[config.mk]
export PLATFORM = sky130hd
export DESIGN_NAME = instr_sequencer
export DESIGN_NICKNAME = d
export VERILOG_FILES = /design/src/rtl/instr_sequencer_pkg.sv /design/src/rtl/instr_sequencer_mem.sv /design/src/rtl/instr_sequencer.sv
export SDC_FILE = /design/constraint.sdc
export NUM_CORES = 1
export LEC_CHECK = 0
export ABC_AREA = 1
export BUFFER_PORTS_ARGS = -buffer_cell sky130_fd_sc_hd__buf_4
export CELL_PAD_IN_SITES_DETAIL_PLACEMENT = 1
export CELL_PAD_IN_SITES_GLOBAL_PLACEMENT = 1
export CORE_MARGIN = 5
export CORE_UTILIZATION = 45
export DETAILED_ROUTE_END_ITERATION = 7
export PLACE_DENSITY = 0.74
export SKIP_LAST_GASP = 1
export SLEW_MARGIN = 20
export SYNTH_ARGS = -nofsm -noshare
export SYNTH_HDL_FRONTEND = slang
export SYNTH_SLANG_ARGS = --single-unit
[constraint.sdc]
create_clock -name clk -period 3.3 [get_ports clk]
set_clock_uncertainty 0.05 [all_clocks]
set_input_delay 0 -clock clk [delete_from_list [all_inputs] [get_ports clk]]
set_output_delay 0 -clock clk [all_outputs]
set_load 0.02 [all_outputs]
[src/rtl/instr_sequencer_pkg.sv]
// Shared opcode, state-encoding and timing constants for the instruction
// sequencer and the control state machine it drives.
package instr_sequencer_pkg;

  localparam int unsigned INSTR_W = 11;

  localparam logic [2:0] OP_LOAD = 3'b000;
  localparam logic [2:0] OP_MOV  = 3'b001;
  localparam logic [2:0] OP_SUB  = 3'b010;
  localparam logic [2:0] OP_ADD  = 3'b011;
  localparam logic [2:0] OP_DISP = 3'b100;
  localparam logic [2:0] OP_NOP  = 3'b101;
  localparam logic [2:0] OP_SUBI = 3'b110;
  localparam logic [2:0] OP_ADDI = 3'b111;

  localparam logic [1:0] ST_IDLE  = 2'd0;
  localparam logic [1:0] ST_FETCH = 2'd1;
  localparam logic [1:0] ST_ISSUE = 2'd2;
  localparam logic [1:0] ST_GAP   = 2'd3;

  localparam int unsigned EXEC_SHORT_DEF = 3;
  localparam int unsigned EXEC_LONG_DEF  = 5;

  function automatic logic is_short_op(input logic [2:0] op);
    return (op == OP_LOAD) || (op == OP_DISP);
  endfunction

endpackage

[src/rtl/instr_sequencer_mem.sv]
// Program store: DEPTH x 11-bit words, one write port and one registered,
// read-enabled read port whose output register is cleared by reset.
module instr_mem
  import instr_sequencer_pkg::*;
#(
  parameter int unsigned DEPTH = 16,
  parameter int unsigned AW    = 4
) (
  input  logic               clk,
  input  logic               rst,
  input  logic               we_i,
  input  logic [AW-1:0]      waddr_i,
  input  logic [INSTR_W-1:0] wdata_i,
  input  logic               re_i,
  input  logic [AW-1:0]      raddr_i,
  output logic [INSTR_W-1:0] rdata_o
);

  logic [INSTR_W-1:0] mem_q [DEPTH];
  logic [INSTR_W-1:0] rdata_q;

  // Array is deliberately not reset so the program survives rst.
  always_ff @(posedge clk) begin
    if (we_i) begin
      mem_q[waddr_i] <= wdata_i;
    end
  end

  always_ff @(posedge clk) begin
    if (rst) begin
      rdata_q <= '0;
    end else if (re_i) begin
      rdata_q <= mem_q[raddr_i];
    end
  end

  assign rdata_o = rdata_q;

endmodule

[src/rtl/instr_sequencer.sv]
// Steps through a stored program, presenting each instruction with an
// execute strobe whose width depends on the opcode.
module instr_sequencer
  import instr_sequencer_pkg::*;
#(
  parameter int unsigned EXEC_SHORT = EXEC_SHORT_DEF,
  parameter int unsigned EXEC_LONG  = EXEC_LONG_DEF,
  parameter int unsigned DEPTH      = 16
) (
  input  logic                clk,
  input  logic                rst,
  input  logic                prog_we,
  input  logic [3:0]          prog_addr,
  input  logic [INSTR_W-1:0]  prog_data,
  input  logic [4:0]          prog_len,
  input  logic                start,
  output logic [INSTR_W-1:0]  instr,
  output logic                execute,
  output logic [3:0]          pc,
  output logic                busy,
  output logic                done
);

  localparam logic [2:0] CNT_SHORT = 3'(EXEC_SHORT - 1);
  localparam logic [2:0] CNT_LONG  = 3'(EXEC_LONG - 1);

  logic [1:0] state_q, state_d;
  logic [3:0] pc_q, pc_d;
  logic [4:0] len_q, len_d;
  logic [2:0] cnt_q, cnt_d;
  logic       launch_q, launch_d;
  logic       done_q, done_d;
  logic       rd_en;
  logic       mem_we;
  logic [4:0] pc_next;
  logic [4:0] len_clamped;

  assign busy        = launch_q || (state_q != ST_IDLE);
  assign len_clamped = (prog_len > 5'd16) ? 5'd16 : prog_len;
  assign pc_next     = {1'b0, pc_q} + 5'd1;
  assign mem_we      = prog_we && !busy && !rst;

  instr_mem #(
    .DEPTH (DEPTH),
    .AW    (4)
  ) u_mem (
    .clk     (clk),
    .rst     (rst),
    .we_i    (mem_we),
    .waddr_i (prog_addr),
    .wdata_i (prog_data),
    .re_i    (rd_en),
    .raddr_i (pc_d),
    .rdata_o (instr)
  );

  // An accepted start spends one launch cycle in IDLE so the registered
  // read of word 0 is already on instr when FETCH begins.
  always_comb begin
    state_d  = state_q;
    pc_d     = pc_q;
    len_d    = len_q;
    cnt_d    = cnt_q;
    launch_d = 1'b0;
    done_d   = 1'b0;
    rd_en    = 1'b0;
    case (state_q)
      ST_IDLE: begin
        if (launch_q) begin
          rd_en   = 1'b1;
          state_d = ST_FETCH;
        end else if (start) begin
          len_d = len_clamped;
          if (len_clamped == 5'd0) begin
            done_d = 1'b1;
          end else begin
            pc_d     = '0;
            launch_d = 1'b1;
          end
        end
      end
      ST_FETCH: begin
        if (instr[10:8] == OP_NOP) begin
          state_d = ST_GAP;
        end else begin
          state_d = ST_ISSUE;
          cnt_d   = is_short_op(instr[10:8]) ? CNT_SHORT : CNT_LONG;
        end
      end
      ST_ISSUE: begin
        if (cnt_q == 3'd0) begin
          state_d = ST_GAP;
        end else begin
          cnt_d = cnt_q - 3'd1;
        end
      end
      ST_GAP: begin
        if (pc_next < len_q) begin
          pc_d    = pc_next[3:0];
          rd_en   = 1'b1;
          state_d = ST_FETCH;
        end else begin
          state_d = ST_IDLE;
          done_d  = 1'b1;
        end
      end
      default: state_d = ST_IDLE;
    endcase
  end

  always_ff @(posedge clk) begin
    if (rst) begin
      state_q  <= ST_IDLE;
      pc_q     <= '0;
      len_q    <= '0;
      cnt_q    <= '0;
      launch_q <= 1'b0;
      done_q   <= 1'b0;
    end else begin
      state_q  <= state_d;
      pc_q     <= pc_d;
      len_q    <= len_d;
      cnt_q    <= cnt_d;
      launch_q <= launch_d;
      done_q   <= done_d;
    end
  end

  assign execute = (state_q == ST_ISSUE);
  assign pc      = pc_q;
  assign done    = done_q;

endmodule

Yosys cells after proc, flatten, opt, wreduce, memory -nomap -nowiden --
Memory sizes are Yosys's and may differ from the RTL's. A register that Yosys moved wholly into a read port is not among the register bits. Index checks and enable logic that the tools add are counted. Widths: inputs -> output; s select.
Word-level totals: bits in writable memories 176, logic and storage cells 65, output and inout bits 18, input port bits 24, memories 1, bits in read-only memories 0, flip-flop bits (word level) 16, bits in latches 0
Memory list:
- u_mem.mem_q | words 16, width 11, read ports 1, clocked after Yosys merged registers in 1, write ports 1, line instr_sequencer_mem.sv:19 | logic [INSTR_W-1:0] mem_q [DEPTH];
Cells by class: multiply operators 0, order comparisons 2, reductions and logical operators 16, equality and inequality tests 9, muxes and demuxes 26, bitwise logic cells 3, add/sub/neg operators 2, shift operators 0, div/mod/pow operators 0
Operators with widths (count):
- $mux 4 | 4
- $mux 1 | 11
- $mux 3 | 3
- $pmux 2 s4 | 1
- $pmux 4 s2 | 1
- $eq 3x3->1 const B | 2
- $logic_not 3->1 | 2
- $ne 2x2->1 const B | 3
- $pmux 3 s2 | 1
- $reduce_and 3->1 | 2
- $add 4x1->5 const B | 1
- $gt 5x5->1 const B | 1
- $logic_not 5->1 | 1
- $lt 5x5->1 | 1
- $mux 5 | 1
- $eq 2x2->1 const B | 2
- $mux 2 | 2
- $pmux 1 s2 | 2
- $reduce_bool 2->1 | 2
- $reduce_or 4->1 | 1
- $not 1->1 | 3
- $sub 3x1->3 const B | 1
- $eq 2x1->1 const B | 1
- $logic_and 1x1->1 | 2
- other kinds (5) | 7

Depth between registers and ports, before layout --
word-level depth 7, gate-level depth with buffers 20, gate-level depth less buffers 19

Cells and area by module --
A second synthesis with hierarchy kept.
Second synthesis, totals: cell total of the unflattened synthesis 796, area, all modules 8508.2 µm²
By module, submodules not included:
- instr_mem | cells an instance 662, times used 1, sequential area each 5505.3 µm², area each 7549.7 µm²
- instr_sequencer | cells an instance 134, times used 1, sequential area each 320.3 µm², area each 958.4 µm²

Worst setup path after synthesis --
No wires, ideal clock.
path type reg2reg, start register pc_q[0] (netlist: pc[0]), end register u_mem.rdata_q[0] (netlist: u_mem.rdata_o[0]) (read register of u_mem.mem_q), required time 3.141 ns, clock period less this slack 2.575 ns, cell stages (with the launch flop) 18, arrival 2.416 ns, path slack 0.725 ns, buffers on the path 2, setup time 0.109 ns, path through dfxtp_1 > ha_1 > xor2_1 > ha_1 > nand2_1 > nand2_1 > a21oi_2 > nand4_2 > nand2_4 > buf_4 > buf_2 > nand3b_1 > nand3_1 > nand3_1 > nand3_1 > nand3_1 > nand2_1 > inv_1
On the way: longest elaborated chain between the ends 4, elaborated cells between the ends (all ways) 9, those cells by class 1 x add/sub; 1 x order compare; 7 x mux
Ends and longest elaborated chain:
- start: declaration | line instr_sequencer.sv:28 | logic [3:0] pc_q, pc_d;
- start signal: assignment | line instr_sequencer.sv:121 | pc_q <= pc_d;
- $add 4x1->5 or $mux 4 (tied branches) | line instr_sequencer.sv:40, instr_sequencer.sv:74
- $lt 5x5->1 or $mux 4 (tied branches) | line instr_sequencer.sv:98, instr_sequencer.sv:72
- $mux 4, or another cell as far along | line instr_sequencer.sv:98 | if (pc_next < len_q) begin
- $pmux 4 s2 or $pmux 1 s2 (tied branches) | line instr_sequencer.sv:67 | case (state_q)
- end: declaration | line instr_sequencer_mem.sv:20 | logic [INSTR_W-1:0] rdata_q;
Parallel ways exist; a longest one is shown, timed or not. A chain may end at the register's enable or synchronous reset.

Worst setup path in the final report --
start register pc_q[2] (netlist: pc[2]), end register u_mem.rdata_q[8] (netlist: u_mem.rdata_o[8]) (read register of u_mem.mem_q)
The elaborated chain is that of the path after synthesis.

==> summary.txt <==
Logic synthesis
  • Most area-consuming cells after synthesis: edfxtp_1 (59%), nand3_1 (10%), nand2_1 (10%), dfxtp_1 (6.0%), inv_1 (4.1%)
  • Top cell types by occurrence after synthesis: nand2_1 (241), nand3_1 (188), edfxtp_1 (176)
  • EDFF count, synth: 176
  • Top-count cell post-synth: nand2_1
  • Yosys Warn Count: 0
  • Synth unique cells: 28
  • Post-Syn Area: 9010 µm²
  • Yosys top cell by area: edfxtp_1
  • Async set or reset register ratio after synthesis: 0%
  • Avg Synthesized Cell Area: 10.2 µm²
  • Seq/Total Area, Yosys: 64.6%
  • Post-synth top area share: 58.6%
  • Most used DFF post-synth: edfxtp_1
  • Syn Inst Count: 886
  • Syn Nets: 921
  • #FFs+latches synth: 203

Clock network
  • TritonCTS Sinks: 203
  • H-tree Lvls: 1
  • Clk pin slew, worst setup/hold paths: 0.06 ns
  • Maximum clock insertion buffer count: 3
  • Insertion delay to the later sink of the worst-skew pair: 0.50 ns
  • CTS Buf Count: 23
  • Clk Tree Root Cell: clkbuf_16
  • CTS tree: built

Place
  • Area post-placement: 9720 µm²
  • Port bufs: 41
  • Worst slack, placed: 0.233 ns
  • Cells after DPL: 1183
  • Placed wire-length estimate: 15700 µm
  • RD Place Congestion: 0.835

Setup path
  • CP Capture Type: flop
  • Critical path cell sequence: nand3_1 -> xor2_1 -> ha_1 -> nand2_1 -> nor2_1 -> nand2_1 -> nand3_1 -> nand2_2 -> nand3_1 -> nand2_1 -> nand2_1 -> buf_6 -> inv_1 -> buf_4 -> nand3_1 -> nand3_1 -> nand3_1 -> nand2_1 -> inv_1
  • Crit path kind: reg2reg
  • Cell mode on critical path: nand3_1
  • CP arrival: 3.42 ns
  • Slowest cell delay on critical path: 0.46 ns
  • Critical Path Start Type: flop
  • Required @ worst endpoint: between 3 and 4 ns
  • Critical Path Slowest Stage Cell: dfxtp_1
  • Crit-path max FO: 12

Pwr
  • Pint: between 4 and 5 mW
  • Pwr dens: 611 nW/µm²
  • Net Sw Frac: 28.1%
  • Power share of the clock group: 36.8%
  • Leak pwr: 4.49 nW
  • Max VDD drop: 0.377 mV
  • Logic pwr share: 18.0%
  • Sequential share of power: between 40% and 50%
  • Psw: 1.84 mW

Timing
  • Final Hold Fails: 0
  • Final Cycle Share: 93.1%
  • Worst setup margin: approximately 0.23 ns
  • Slew headroom: 57.7%
  • Slew Limit Fails: 0
  • Hold WS: 0.119 ns
  • Period minus WS final: 3.07 ns
  • Slew @ Worst Pin: 0.632 ns
  • Final setup viols: 0
  • RSZ-0062 raised after global routing: no
  • Setup TNS: 0 ns
  • Peak Freq: around 330 MHz

Final layout
  • # diodes: 0
  • Final Instance Area: 10700 µm²
  • Share of layout cells above drive strength 1: 12.1%
  • Fin nets: between 1000 and 1500
  • Layout area overhead: 19.0%
  • Non-Filler Instances: 1248

Floorplan
  • Site Rows: 51
  • DIE WIDTH: 152 µm
  • Core area: between 15000 and 20000 µm²
  • Die Span Y: 152 µm
  • IO Count: 42
  • Initial Util: 46.0%
  • Die area: 23000 µm²

Drt
  • DRT antenna net count: 0
  • Vias per cell: 5.47
  • Vias: 6827
  • Post-detailed-routing wire length: between 20000 and 30000 µm
  • Pre-antenna DRT Iters: 5
  • DRC violations left: 0
  • Avg WL per Cell: 20.8 µm
  • DRT iter0 DRCs: about 550

Global route
  • First-pass GRT wire length: 39600 µm
  • Final global-route overflow total: 0
  • Initial antenna violation count: 0
  • Largest net degree at the start of global routing: 90
  • Number of global-route vias before repair: approximately 6900
  • Tot GR Track Use: 22.6%

Status
  • Status: finished, final reports clean

Hold path
  • Hold Crit Class: in2reg

Job
  • Max-capacitance violation count: 0
==> timing repair <==
action	CTS	global route
setup buffers	0	0
endpoints found under the setup margin	0	4
resized for setup	0	7
hold buffers	23	0
endpoints found under the hold margin	190	0
==> path summary, 6_finish.rpt <==
check / startpoint / endpoint / slack [ns] / cells past startpoint
worst max-delay path: pc[2] / u_mem.rdata_o[8] / 0.23 / 19
worst min-delay path: prog_addr[1] / u_mem.mem_q[10][5] / 0.12 / 4
worst max register to register: pc[2] / u_mem.rdata_o[8] / 0.23 / 19
worst min register to register: cnt_q[0] / cnt_q[0] / 0.42 / 2
==> layer usage <==
metal	track usage [%]	vias up	wire [µm]
li1	-	3154	-
met1	32.3	3404	11400
met2	37.7	235	12400
met3	2.83	34	1750
met4	4.13	0	418
met5	0	-	0
==> kinds of logic (layout without fill, tap and decap cells) <==
group / count (synthesis) / in the layout / share of synthesized area [%]
compound gates: 35 / 35 / 2.18
xor+xnor: 3 / 3 / 0.292
fa+ha+maj: 11 / 11 / 1.53
buf+inv: 145 / 242 / 6.94
flops: 203 / 203 / 64.6
simple gates: 489 / 489 / 24.4
==> sequential cells by signal (all words and copies together), names as in the netlist <==
signal and count:
cnt_q 3, pc 4, done 1, len_q 5, state_q 2, u_mem.rdata_o 11, u_mem.mem_q 176, launch_q 1
==> critical path, delay by kind of cell (launching register included) <==
family,cells,cell delay [ns]
xor gates and xnor gates,1,0.24
adders and majority gates,1,0.27
buffers and inverters,4,0.55
DFF,1,0.46
and+or+nand+nor,13,1.39
==> power groups by stage <==
| stage | clock network [mW] | logic (mW) | registers (mW) |
|---|---|---|---|
| after floorplan | 0 | 0.675 | 3.03 |
| after global placement | 0 | 1.07 | 3.01 |
| after detailed placement | 0 | 1.10 | 3.02 |
| after CTS | 2.44 | 1.14 | 2.96 |
| after global routing | 2.58 | 1.31 | 2.97 |
| final | 2.41 | 1.18 | 2.96 |
==> through the flow <==
stage / utilization (%) / power, mW
CTS: 54.4 / 6.55
floorplan: - / 3.71
detailed placement: 49.6 / 4.12
global placement: 49.6 / 4.09
global route: 54.8 / 6.86
finish: 54.8 / 6.55
==> placed cells by master, fill, tap and decap left out, types with 2 or more instances in the layout <==
| cell | count |
|---|---|
| ha_1 | 11 |
| dfxtp_1 | 27 |
| o21ai_0 | 17 |
| nor2_1 | 30 |
| bufinv_16 | 2 |
| a211oi_1 | 5 |
| nand4_1 | 2 |
| dlygate4sd3_1 | 23 |
| buf_4 | 71 |
| clkbuf_16 | 24 |
| nand3b_1 | 22 |
| clkinv_1 | 8 |
| nand3_1 | 188 |
| buf_6 | 2 |
| edfxtp_1 | 176 |
| inv_1 | 98 |
| clkbuf_1 | 2 |
| clkinv_2 | 5 |
| nand2_2 | 2 |
| a21oi_1 | 10 |
| nand2_1 | 241 |
| buf_12 | 3 |
==> area by class of cell <==
type,count,area (µm²)
Multi-Input combinational cell,538,2590
Clock buffer,25,583
Tap cell,265,332
Fill cell,2144,8860
Sequential cell,203,5830
Timing Repair Buffer,101,898
Inverter,100,380
Clock inverter,16,124
Power figures use the tool's default switching activity.
